<file path="src/rtl/instr_packer_if.sv">
// Field/handshake bundle between the program loader, instr_packer and the
// instruction-memory write port.
interface instr_packer_if;
    logic        in_valid_i;
    logic        in_ready_o;
    logic [2:0]  kind_i;
    logic [4:0]  rd_i;
    logic [4:0]  rs1_i;
    logic [4:0]  rs2_i;
    logic [2:0]  funct3_i;
    logic [31:0] imm_i;
    logic        out_valid_o;
    logic        out_ready_i;
    logic [31:0] instr_o;
    logic [31:0] addr_o;
    logic        err_o;
    logic [7:0]  err_cnt_o;

    // Loader / memory side: drives fields and out_ready_i, observes results.
    modport master (
        output in_valid_i, kind_i, rd_i, rs1_i, rs2_i, funct3_i, imm_i, out_ready_i,
        input  in_ready_o, out_valid_o, instr_o, addr_o, err_o, err_cnt_o
    );

    // Packer side.
    modport slave (
        input  in_valid_i, kind_i, rd_i, rs1_i, rs2_i, funct3_i, imm_i, out_ready_i,
        output in_ready_o, out_valid_o, instr_o, addr_o, err_o, err_cnt_o
    );
endinterface

</file>
<file path="src/rtl/instr_packer.sv">
// RV32 I/S/B instruction encoder with immediate range checking and address tracking.
// Optional saturating reject counter enabled by defining INSTR_PACKER_ERR_CNT_EN.
module instr_packer #(
    parameter logic [31:0] BASE_ADDR = 32'h0000_0000
) (
    input  logic          clk_i,
    input  logic          rst_i,
    input  logic          flush_i,
    instr_packer_if.slave bus
);

    typedef enum logic [2:0] {
        KIND_IALU = 3'd0,
        KIND_SRAI = 3'd1,
        KIND_LW   = 3'd2,
        KIND_SW   = 3'd3,
        KIND_BEQ  = 3'd4
    } kind_e;

    localparam logic [6:0] OP_IMM    = 7'b0010011;
    localparam logic [6:0] OP_LOAD   = 7'b0000011;
    localparam logic [6:0] OP_STORE  = 7'b0100011;
    localparam logic [6:0] OP_BRANCH = 7'b1100011;

    logic        out_valid_q;
    logic [31:0] instr_q;
    logic [31:0] addr_q;
    logic        err_q;

    logic        in_ready;
    logic        accept;
    logic        out_xfer;
    logic        legal;
    logic [31:0] packed_instr;
    logic        fits_12;
    logic        fits_13;
    logic        fits_shamt;
    logic [31:0] imm;

    assign imm = bus.imm_i;

    // Two's complement range checks: all bits above the field's sign bit must
    // match that sign bit.
    assign fits_12    = (&imm[31:11]) | ~(|imm[31:11]);
    assign fits_13    = (&imm[31:12]) | ~(|imm[31:12]);
    assign fits_shamt = ~(|imm[31:5]);

    // Handshake rule on both sides: a word moves on a rising edge where valid
    // and ready are both high; valid never waits on ready, and ready on the
    // input depends only on the output register state, out_ready_i and flush_i.
    assign in_ready = !flush_i && (!out_valid_q || bus.out_ready_i);
    assign accept   = bus.in_valid_i && in_ready;
    assign out_xfer = out_valid_q && bus.out_ready_i;

    always_comb begin
        legal        = 1'b0;
        packed_instr = 32'h0;
        case (kind_e'(bus.kind_i))
            KIND_IALU: begin
                legal        = fits_12 && (bus.funct3_i != 3'b101);
                packed_instr = {imm[11:0], bus.rs1_i, bus.funct3_i, bus.rd_i, OP_IMM};
            end
            KIND_SRAI: begin
                legal        = fits_shamt;
                packed_instr = {7'b0100000, imm[4:0], bus.rs1_i, 3'b101, bus.rd_i, OP_IMM};
            end
            KIND_LW: begin
                legal        = fits_12;
                packed_instr = {imm[11:0], bus.rs1_i, 3'b010, bus.rd_i, OP_LOAD};
            end
            KIND_SW: begin
                legal        = fits_12;
                packed_instr = {imm[11:5], bus.rs2_i, bus.rs1_i, 3'b010, imm[4:0], OP_STORE};
            end
            KIND_BEQ: begin
                legal        = fits_13 && !imm[0];
                packed_instr = {imm[12], imm[10:5], bus.rs2_i, bus.rs1_i, 3'b000,
                                imm[4:1], imm[11], OP_BRANCH};
            end
            default: begin
                legal        = 1'b0;
                packed_instr = 32'h0;
            end
        endcase
    end

    always_ff @(posedge clk_i or negedge rst_i) begin
        if (!rst_i) begin
            out_valid_q <= 1'b0;
            instr_q     <= 32'h0;
            addr_q      <= BASE_ADDR;
            err_q       <= 1'b0;
        end else if (flush_i) begin
            out_valid_q <= 1'b0;
            addr_q      <= BASE_ADDR;
            err_q       <= 1'b0;
        end else begin
            err_q <= accept && !legal;
            // addr_q names the word in instr_q, so it advances when that word leaves.
            if (out_xfer) begin
                addr_q <= addr_q + 32'd4;
            end
            if (accept && legal) begin
                out_valid_q <= 1'b1;
                instr_q     <= packed_instr;
            end else if (out_xfer) begin
                out_valid_q <= 1'b0;
            end
        end
    end

`ifdef INSTR_PACKER_ERR_CNT_EN
    logic [7:0] err_cnt_q;

    // Survives flush; only reset clears it.
    always_ff @(posedge clk_i or negedge rst_i) begin
        if (!rst_i) begin
            err_cnt_q <= 8'h00;
        end else if (accept && !legal && (err_cnt_q != 8'hFF)) begin
            err_cnt_q <= err_cnt_q + 8'd1;
        end
    end

    assign bus.err_cnt_o = err_cnt_q;
`else
    assign bus.err_cnt_o = 8'h00;
`endif

    assign bus.in_ready_o  = in_ready;
    assign bus.out_valid_o = out_valid_q;
    assign bus.instr_o     = instr_q;
    assign bus.addr_o      = addr_q;
    assign bus.err_o       = err_q;

endmodule
</file>
<file path="src/flat_wrapper.sv">
// flat-port wrapper written by rule: the top's interface ports become plain ports
module instr_packer_flat 
#(
    parameter logic [31:0] BASE_ADDR = 32'h0000_0000
)
  (clk_i, rst_i, flush_i, bus_in_valid_i, bus_kind_i, bus_rd_i, bus_rs1_i, bus_rs2_i, bus_funct3_i, bus_imm_i, bus_out_ready_i, bus_in_ready_o, bus_out_valid_o, bus_instr_o, bus_addr_o, bus_err_o, bus_err_cnt_o);
  instr_packer_if bus_i ();
  input  logic clk_i;
  input  logic rst_i;
  input  logic flush_i;
  input wire logic [$bits(bus_i.in_valid_i)-1:0] bus_in_valid_i;
  input wire logic [$bits(bus_i.kind_i)-1:0] bus_kind_i;
  input wire logic [$bits(bus_i.rd_i)-1:0] bus_rd_i;
  input wire logic [$bits(bus_i.rs1_i)-1:0] bus_rs1_i;
  input wire logic [$bits(bus_i.rs2_i)-1:0] bus_rs2_i;
  input wire logic [$bits(bus_i.funct3_i)-1:0] bus_funct3_i;
  input wire logic [$bits(bus_i.imm_i)-1:0] bus_imm_i;
  input wire logic [$bits(bus_i.out_ready_i)-1:0] bus_out_ready_i;
  output wire logic [$bits(bus_i.in_ready_o)-1:0] bus_in_ready_o;
  output wire logic [$bits(bus_i.out_valid_o)-1:0] bus_out_valid_o;
  output wire logic [$bits(bus_i.instr_o)-1:0] bus_instr_o;
  output wire logic [$bits(bus_i.addr_o)-1:0] bus_addr_o;
  output wire logic [$bits(bus_i.err_o)-1:0] bus_err_o;
  output wire logic [$bits(bus_i.err_cnt_o)-1:0] bus_err_cnt_o;
  assign bus_i.in_valid_i = bus_in_valid_i;
  assign bus_i.kind_i = bus_kind_i;
  assign bus_i.rd_i = bus_rd_i;
  assign bus_i.rs1_i = bus_rs1_i;
  assign bus_i.rs2_i = bus_rs2_i;
  assign bus_i.funct3_i = bus_funct3_i;
  assign bus_i.imm_i = bus_imm_i;
  assign bus_i.out_ready_i = bus_out_ready_i;
  assign bus_in_ready_o = bus_i.in_ready_o;
  assign bus_out_valid_o = bus_i.out_valid_o;
  assign bus_instr_o = bus_i.instr_o;
  assign bus_addr_o = bus_i.addr_o;
  assign bus_err_o = bus_i.err_o;
  assign bus_err_cnt_o = bus_i.err_cnt_o;
  instr_packer #(.BASE_ADDR(BASE_ADDR)) u_core (.clk_i(clk_i), .rst_i(rst_i), .flush_i(flush_i), .bus(bus_i));
endmodule
</file>
<file path="config.mk">
export PLATFORM = sky130hd
export DESIGN_NAME = instr_packer_flat
export DESIGN_NICKNAME = d
export VERILOG_FILES = /design/src/rtl/instr_packer_if.sv /design/src/rtl/instr_packer.sv /design/src/flat_wrapper.sv
export SDC_FILE = /design/constraint.sdc
export NUM_CORES = 1
export LEC_CHECK = 0
export ABC_AREA = 1
export CAP_MARGIN = 20
export CORE_ASPECT_RATIO = 1.25
export CORE_MARGIN = 2
export CORE_UTILIZATION = 40
export CTS_CLUSTER_DIAMETER = 30
export DETAILED_ROUTE_END_ITERATION = 16
export GPL_ROUTABILITY_DRIVEN = 0
export PLACE_DENSITY = 0.73
export SLEW_MARGIN = 20
export SYNTH_ARGS = -nofsm -noshare
export SYNTH_HDL_FRONTEND = slang
export SYNTH_SLANG_ARGS = --single-unit
</file>
<file path="constraint.sdc">
create_clock -name clk_i -period 3.3 [get_ports clk_i]
set_input_delay 0.99 -clock clk_i [delete_from_list [all_inputs] [get_ports clk_i]]
set_output_delay 0.99 -clock clk_i [all_outputs]
set_load 0.005 [all_outputs]
</file>
* Word-level counts from Yosys, hierarchy flattened
Cells that the tools add are included.
** Storage, ports and cells
- Register bits :: 66
- Bits in latches :: 0
- Bits in writable memories :: 0
- Memory bits (read-only) :: 0
- Input bits :: 58
- Output and inout port bits :: 75
- Logic and storage cells :: 46
- Memories :: 0
** Operators by class
- Add/sub/neg operators :: 1
- $mul :: 0
- Div/mod/pow operators :: 0
- $lt $le $gt $ge :: 0
- Equal/unequal tests :: 5
- Shift-type cells :: 0
- Multiplexer cells :: 8
- Bitwise operators :: 6
- Reduce and logical (&&, ||, !) cells :: 22
** Operator list (number)
- 32-bit case mux with 5 select lines :: 1
- 32-bit two-way mux :: 2
- 32-bit by 3-bit adder with 32-bit output, second input constant :: 1
- 27-bit OR reduction :: 1
- 21-bit AND reduction :: 1
- 21-bit OR reduction :: 1
- 20-bit AND reduction :: 1
- 20-bit OR reduction :: 1
- 1-bit logical AND :: 7
- 3-bit by 2-bit == test with 1-bit output, second input constant :: 2
- 1-bit logical NOT :: 4
- 1-bit two-way mux :: 4
- 1-bit inverter :: 4
- 1-bit case mux with 4 select lines :: 1
- 3-bit by 1-bit == test with 1-bit output, second input constant :: 1
- 3-bit == test, second input constant :: 1
- 3-bit logical NOT :: 1
- 3-bit inequality test, second input constant :: 1
- 3-bit nonzero test :: 1
- 1-bit OR :: 2
- 2-bit AND reduction :: 1
- 2-bit nonzero test :: 1
- 2-bit OR reduction :: 1
- 1-bit logical OR :: 1

* Logic depth before layout (Yosys ltp)
- Word-level depth :: 8
- Mapped depth :: 12
- Depth with buffers taken out :: 11

* Worst setup path after synthesis
No wires, ideal clock.
- Path kind :: input port to output port
- Start point :: input flush_i
- End point :: output bus_in_ready_o
- Arrival :: 1.271 ns
- Required time :: 2.310 ns
- Slack :: 1.039 ns
- Stages on the path :: 2
- Buffers on the path :: 1
- Cell sequence :: buf_6 -> a21oi_1
** Between the ends
- Word-level cells in the longest chain between the ends :: 2
** Ends and longest elaborated chain
- start: declaration :: RTL line flat_wrapper.sv:10 : input logic flush_i;
- 1-bit logical NOT :: RTL line instr_packer.sv:51 : assign in_ready = !flush_i && (!out_valid_q || bus.out_ready_i);
- 1-bit logical AND :: RTL line instr_packer.sv:51
- end: declaration :: RTL line flat_wrapper.sv:19 : output wire logic [$bits(bus_i.in_ready_o)-1:0] bus_in_ready_o;
Every way passes these cells.

* Worst setup path in the final report
Same ends and word-level chain as after synthesis.

==> flow_results.xml <==
<?xml version="1.0" encoding="UTF-8"?>
<metrics>
  <group name="route">
    <metric name="drc" unit="">0</metric>
    <metric name="drt_wl_total" unit="µm">10400</metric>
    <metric name="count_of_tritonroute_iterations_in_the_first_routing_pass" unit="">5</metric>
    <metric name="antenna_violating_nets_post_route" unit="">0</metric>
    <metric name="detail_route.vias_per_cell" unit="">4.975</metric>
    <metric name="first_iter_violations" unit="">150</metric>
    <metric name="routed-via-count" unit="">3955</metric>
    <metric name="wire_per_inst" unit="µm">13.08</metric>
  </group>
  <group name="setup_path">
    <metric name="setup.worst_path.start_class" unit="">input port</metric>
    <metric name="cp_max_fo" unit="">2</metric>
    <metric name="arrival" unit="ns">2.20</metric>
    <metric name="crit_end_element" unit="">output pin</metric>
    <metric name="cp_class" unit="">in -&gt; out</metric>
    <metric name="worstPathRequired" unit="ns">2.31</metric>
  </group>
  <group name="clocking">
    <metric name="tritoncts_num_sinks" unit="">61</metric>
    <metric name="tritoncts" unit="">yes</metric>
    <metric name="cts-hold-fix-buffers" unit="">0</metric>
    <metric name="clock_path_buffers" unit="">2</metric>
    <metric name="ctsHtreeMaxLevel" unit="">3</metric>
    <metric name="clk_pin_slew_worst_paths" unit="ns">0.05</metric>
    <metric name="cts-buffers-inserted" unit="">9</metric>
    <metric name="ctsRootBufferMaster" unit="">clkbuf_16</metric>
    <metric name="post-cts-setup-buffers" unit="">0</metric>
    <metric name="clock_insertion_delay_worst_skew" unit="ns">0.32</metric>
    <metric name="cts_resized" unit="">0</metric>
  </group>
  <group name="pwr">
    <metric name="pwr-share-seq" unit="">0.422</metric>
    <metric name="switching_part_of_the_total_power" unit="">0.2286</metric>
    <metric name="net_switching_power_figure" unit="mW">0.4064</metric>
    <metric name="leakage" unit="nW">2.525</metric>
    <metric name="power_frac_comb" unit="">0.099</metric>
    <metric name="clock_power_share" unit="">0.479</metric>
    <metric name="p_per_area" unit="mW/mm²">336.6</metric>
    <metric name="internal-power" unit="mW">1.371</metric>
    <metric name="peak_ir_drop_on_the_vdd_network" unit="µV">275.7</metric>
  </group>
  <group name="sta">
    <metric name="fin_skew" unit="ns">0.006981</metric>
    <metric name="report.final.hold_viol_count" unit="">0</metric>
    <metric name="final.period_utilization" unit="">0.9679</metric>
    <metric name="tightest_slew" unit="ns">0.5745</metric>
    <metric name="timing.fmax" unit="MHz">313.1</metric>
    <metric name="setup_violations" unit="">0</metric>
    <metric name="slew_viol_final" unit="">0</metric>
    <metric name="fin_setup_tns" unit="ns">0</metric>
    <metric name="fin_crit" unit="ns">3.194</metric>
    <metric name="unrepaired_setup_endpoints_after_global_routing" unit="">no</metric>
    <metric name="max_slew_margin" unit="">0.6170</metric>
  </group>
  <group name="placement">
    <metric name="placed_cells_incl_taps" unit="">781</metric>
    <metric name="io_buffers" unit="">120</metric>
    <metric name="detail_placement_hpwl" unit="µm">8013</metric>
    <metric name="area_post_placement" unit="mm²">0.005009</metric>
  </group>
  <group name="floorplan">
    <metric name="core.rowCount" unit="">39</metric>
    <metric name="die_area" unit="mm²">0.01014</metric>
    <metric name="coreArea" unit="mm²">0.009125</metric>
    <metric name="io-pin-count" unit="">133</metric>
    <metric name="initial_core_util" unit="">0.4097</metric>
    <metric name="height_of_the_die" unit="µm">112.1</metric>
    <metric name="floorplan.die.width" unit="µm">90.47</metric>
  </group>
  <group name="synth">
    <metric name="area_share_of_fa_ha_maj_cells_after_synthesis" unit="">0.003347</metric>
    <metric name="yosys_warnings" unit="">0</metric>
    <metric name="synth-xor-area-share" unit="">0.007028</metric>
    <metric name="area_fraction_of_the_dominant_cell_type_after_synthesis" unit="">0.4083</metric>
    <metric name="yosys_register_bits" unit="">61</metric>
    <metric name="synth_edf_count" unit="">0</metric>
    <metric name="most_common_flop_cell_mapped_by_yosys" unit="">dfrtp_1</metric>
    <metric name="netlist_area" unit="mm²">0.003739</metric>
    <metric name="post_synth_inst_count" unit="">547</metric>
    <metric name="yosysUniqueCellTypes" unit="">33</metric>
    <metric name="synthSimpleGateAreaFrac" unit="">0.3922</metric>
    <metric name="synth_top_family_by_area" unit="">simple AND/OR/NAND/NOR gates</metric>
    <metric name="postSynthAreaPerCell" unit="µm²">6.835</metric>
    <metric name="synth.mux.area_fraction" unit="">0</metric>
    <metric name="synth_area_leaders" unit="">dfrtp_1 (41%), nand2_1 (17%), nand3_1 (8.7%)</metric>
    <metric name="seq_area_frac_synth" unit="">0.4083</metric>
    <metric name="compound_gate_fraction_of_synth_area" unit="">0.07296</metric>
    <metric name="synth_area_leader_cell" unit="">dfrtp_1</metric>
    <metric name="async_reset_ff_frac" unit="">1.000</metric>
  </group>
  <group name="cells_and_area">
    <metric name="design_area" unit="mm²">0.005281</metric>
    <metric name="final_nets" unit="">728</metric>
    <metric name="synthToLayoutAreaGrowth" unit="%">41.27</metric>
    <metric name="insertedDiodeCount" unit="">0</metric>
    <metric name="final.fill_count" unit="">869</metric>
    <metric name="post_route_cells_drive_above_1_share" unit="">0.04911</metric>
    <metric name="final_cell_count_no_fill" unit="">795</metric>
    <metric name="utilization" unit="">0.5788</metric>
  </group>
  <group name="grt">
    <metric name="grt_max_degree" unit="">38</metric>
    <metric name="antenna_found_initial" unit="">0</metric>
    <metric name="vias_in_the_first_global_route" unit="">3697</metric>
    <metric name="track_usage" unit="">0.2090</metric>
    <metric name="wire_length_of_the_first_global_routing_pass" unit="µm">17230</metric>
    <metric name="globalRoute.totalOverflow" unit="">0</metric>
  </group>
  <group name="status">
    <metric name="run_status" unit="">completed</metric>
  </group>
  <group name="run">
    <metric name="maxCapViolations" unit="">0</metric>
  </group>
  <group name="worst_hold_path">
    <metric name="timing.hold.worst.class" unit="">reg -&gt; reg</metric>
  </group>
</metrics>
==> final timing paths <==
kind	startpoint	end	cells after the start	slack [ns]
worst max-delay path	flush_i	bus_in_ready_o	4	0.11
worst min-delay path	u_core.bus.instr_o[17]	u_core.bus.instr_o[17]	2	0.47
worst max register to register	u_core.bus.addr_o[3]	u_core.bus.addr_o[20]	10	1.42
worst min register to register	u_core.bus.instr_o[17]	u_core.bus.instr_o[17]	2	0.47
max in group asynchronous	rst_i	u_core.bus.instr_o[15]	2	2.04
min in group asynchronous	rst_i	u_core.bus.instr_o[21]	1	0.66
==> cell families (layout without fill, tap and decap cells) <==
group | count (synthesis) | count (layout)
buffers and inverters | 91 | 205
and+or+nand+nor | 340 | 340
adders and majority gates | 1 | 1
AOI/OAI and AO/OA | 50 | 50
DFF | 61 | 61
xor gates and xnor gates | 3 | 3
other | 1 | 12
==> metal layers <==
metal,up-vias,part of all wire,GRT usage,wire [µm]
met4,0,0.027,0.08205,284
met1,1797,0.39,0.2386,4062
met3,24,0.068,0.04497,704
li1,1965,-,-,-
met5,-,0,0,0
met2,169,0.51,0.3796,5349
==> power groups by stage <==
stage	registers, mW	logic [mW]	clock network (mW)
3_5_place_dp	0.762	0.176	0
2_1_floorplan	0.763	0.0714	0
4_1_cts	0.750	0.176	0.867
6_report	0.750	0.176	0.852
5_1_grt	0.749	0.196	0.903
3_3_place_gp	0.762	0.173	0
==> cell usage in the layout, fill, tap and decap left out, drive strengths merged, types with 2 or more instances in the layout <==
master         count
a21oi             18
buf                9
clkbuf            12
clkdlybuf4s50    118
clkinv             2
conb              12
dfrtp             61
inv               63
nand2            170
nand3             66
nand4             15
nor2              70
nor3              15
o21a               2
o21ai             25
xor2               2
==> worst max-delay path, stage by stage <==
cell and delay (ns):
clkdlybuf4s50_1 0.47, a21oi_2 0.13, buf_4 0.12, clkdlybuf4s50_1 0.49
==> through the flow <==
stage                     worst slack, ns  power [mW]  hold WS [ns]
final                              0.1059       1.778        0.4723
after global routing              0.06460       1.848        0.4921
after CTS                        0.008046       1.793        0.4776
after detailed placement          0.02586      0.9384        0.4618
after global placement           -0.02148      0.9357        0.4540
after floorplan                     1.039      0.8341        0.4654
==> synth_stat cells (all sizes together), types with 2 or more instances <==
library cell  count
nand4            15
dfrtp            61
clkbuf            3
inv              63
xor2              2
nand2           170
nor3             15
nand3            66
nor2             70
buf              25
a21oi            18
o21a              2
o21ai            25
==> area by class of cell <==
cell class,count,area (µm²),share of cell area
tap,123,153.9,0.02914
multi-input combinational,406,1827,0.3459
sequential,61,1526,0.2890
clock inverter,2,10.01,0.001895
clock buffer,12,256.5,0.04857
timing repair buffer,128,1271,0.2407
inverter,63,236.5,0.04478
==> flip-flops by register name (all words and copies together) (netlist names) <==
signal and count:
u_core.bus.out_valid_o 1, u_core.bus.instr_o 29, u_core.bus.addr_o 30, u_core.bus.err_o 1
No activity file was read; power rests on OpenSTA's default activity.
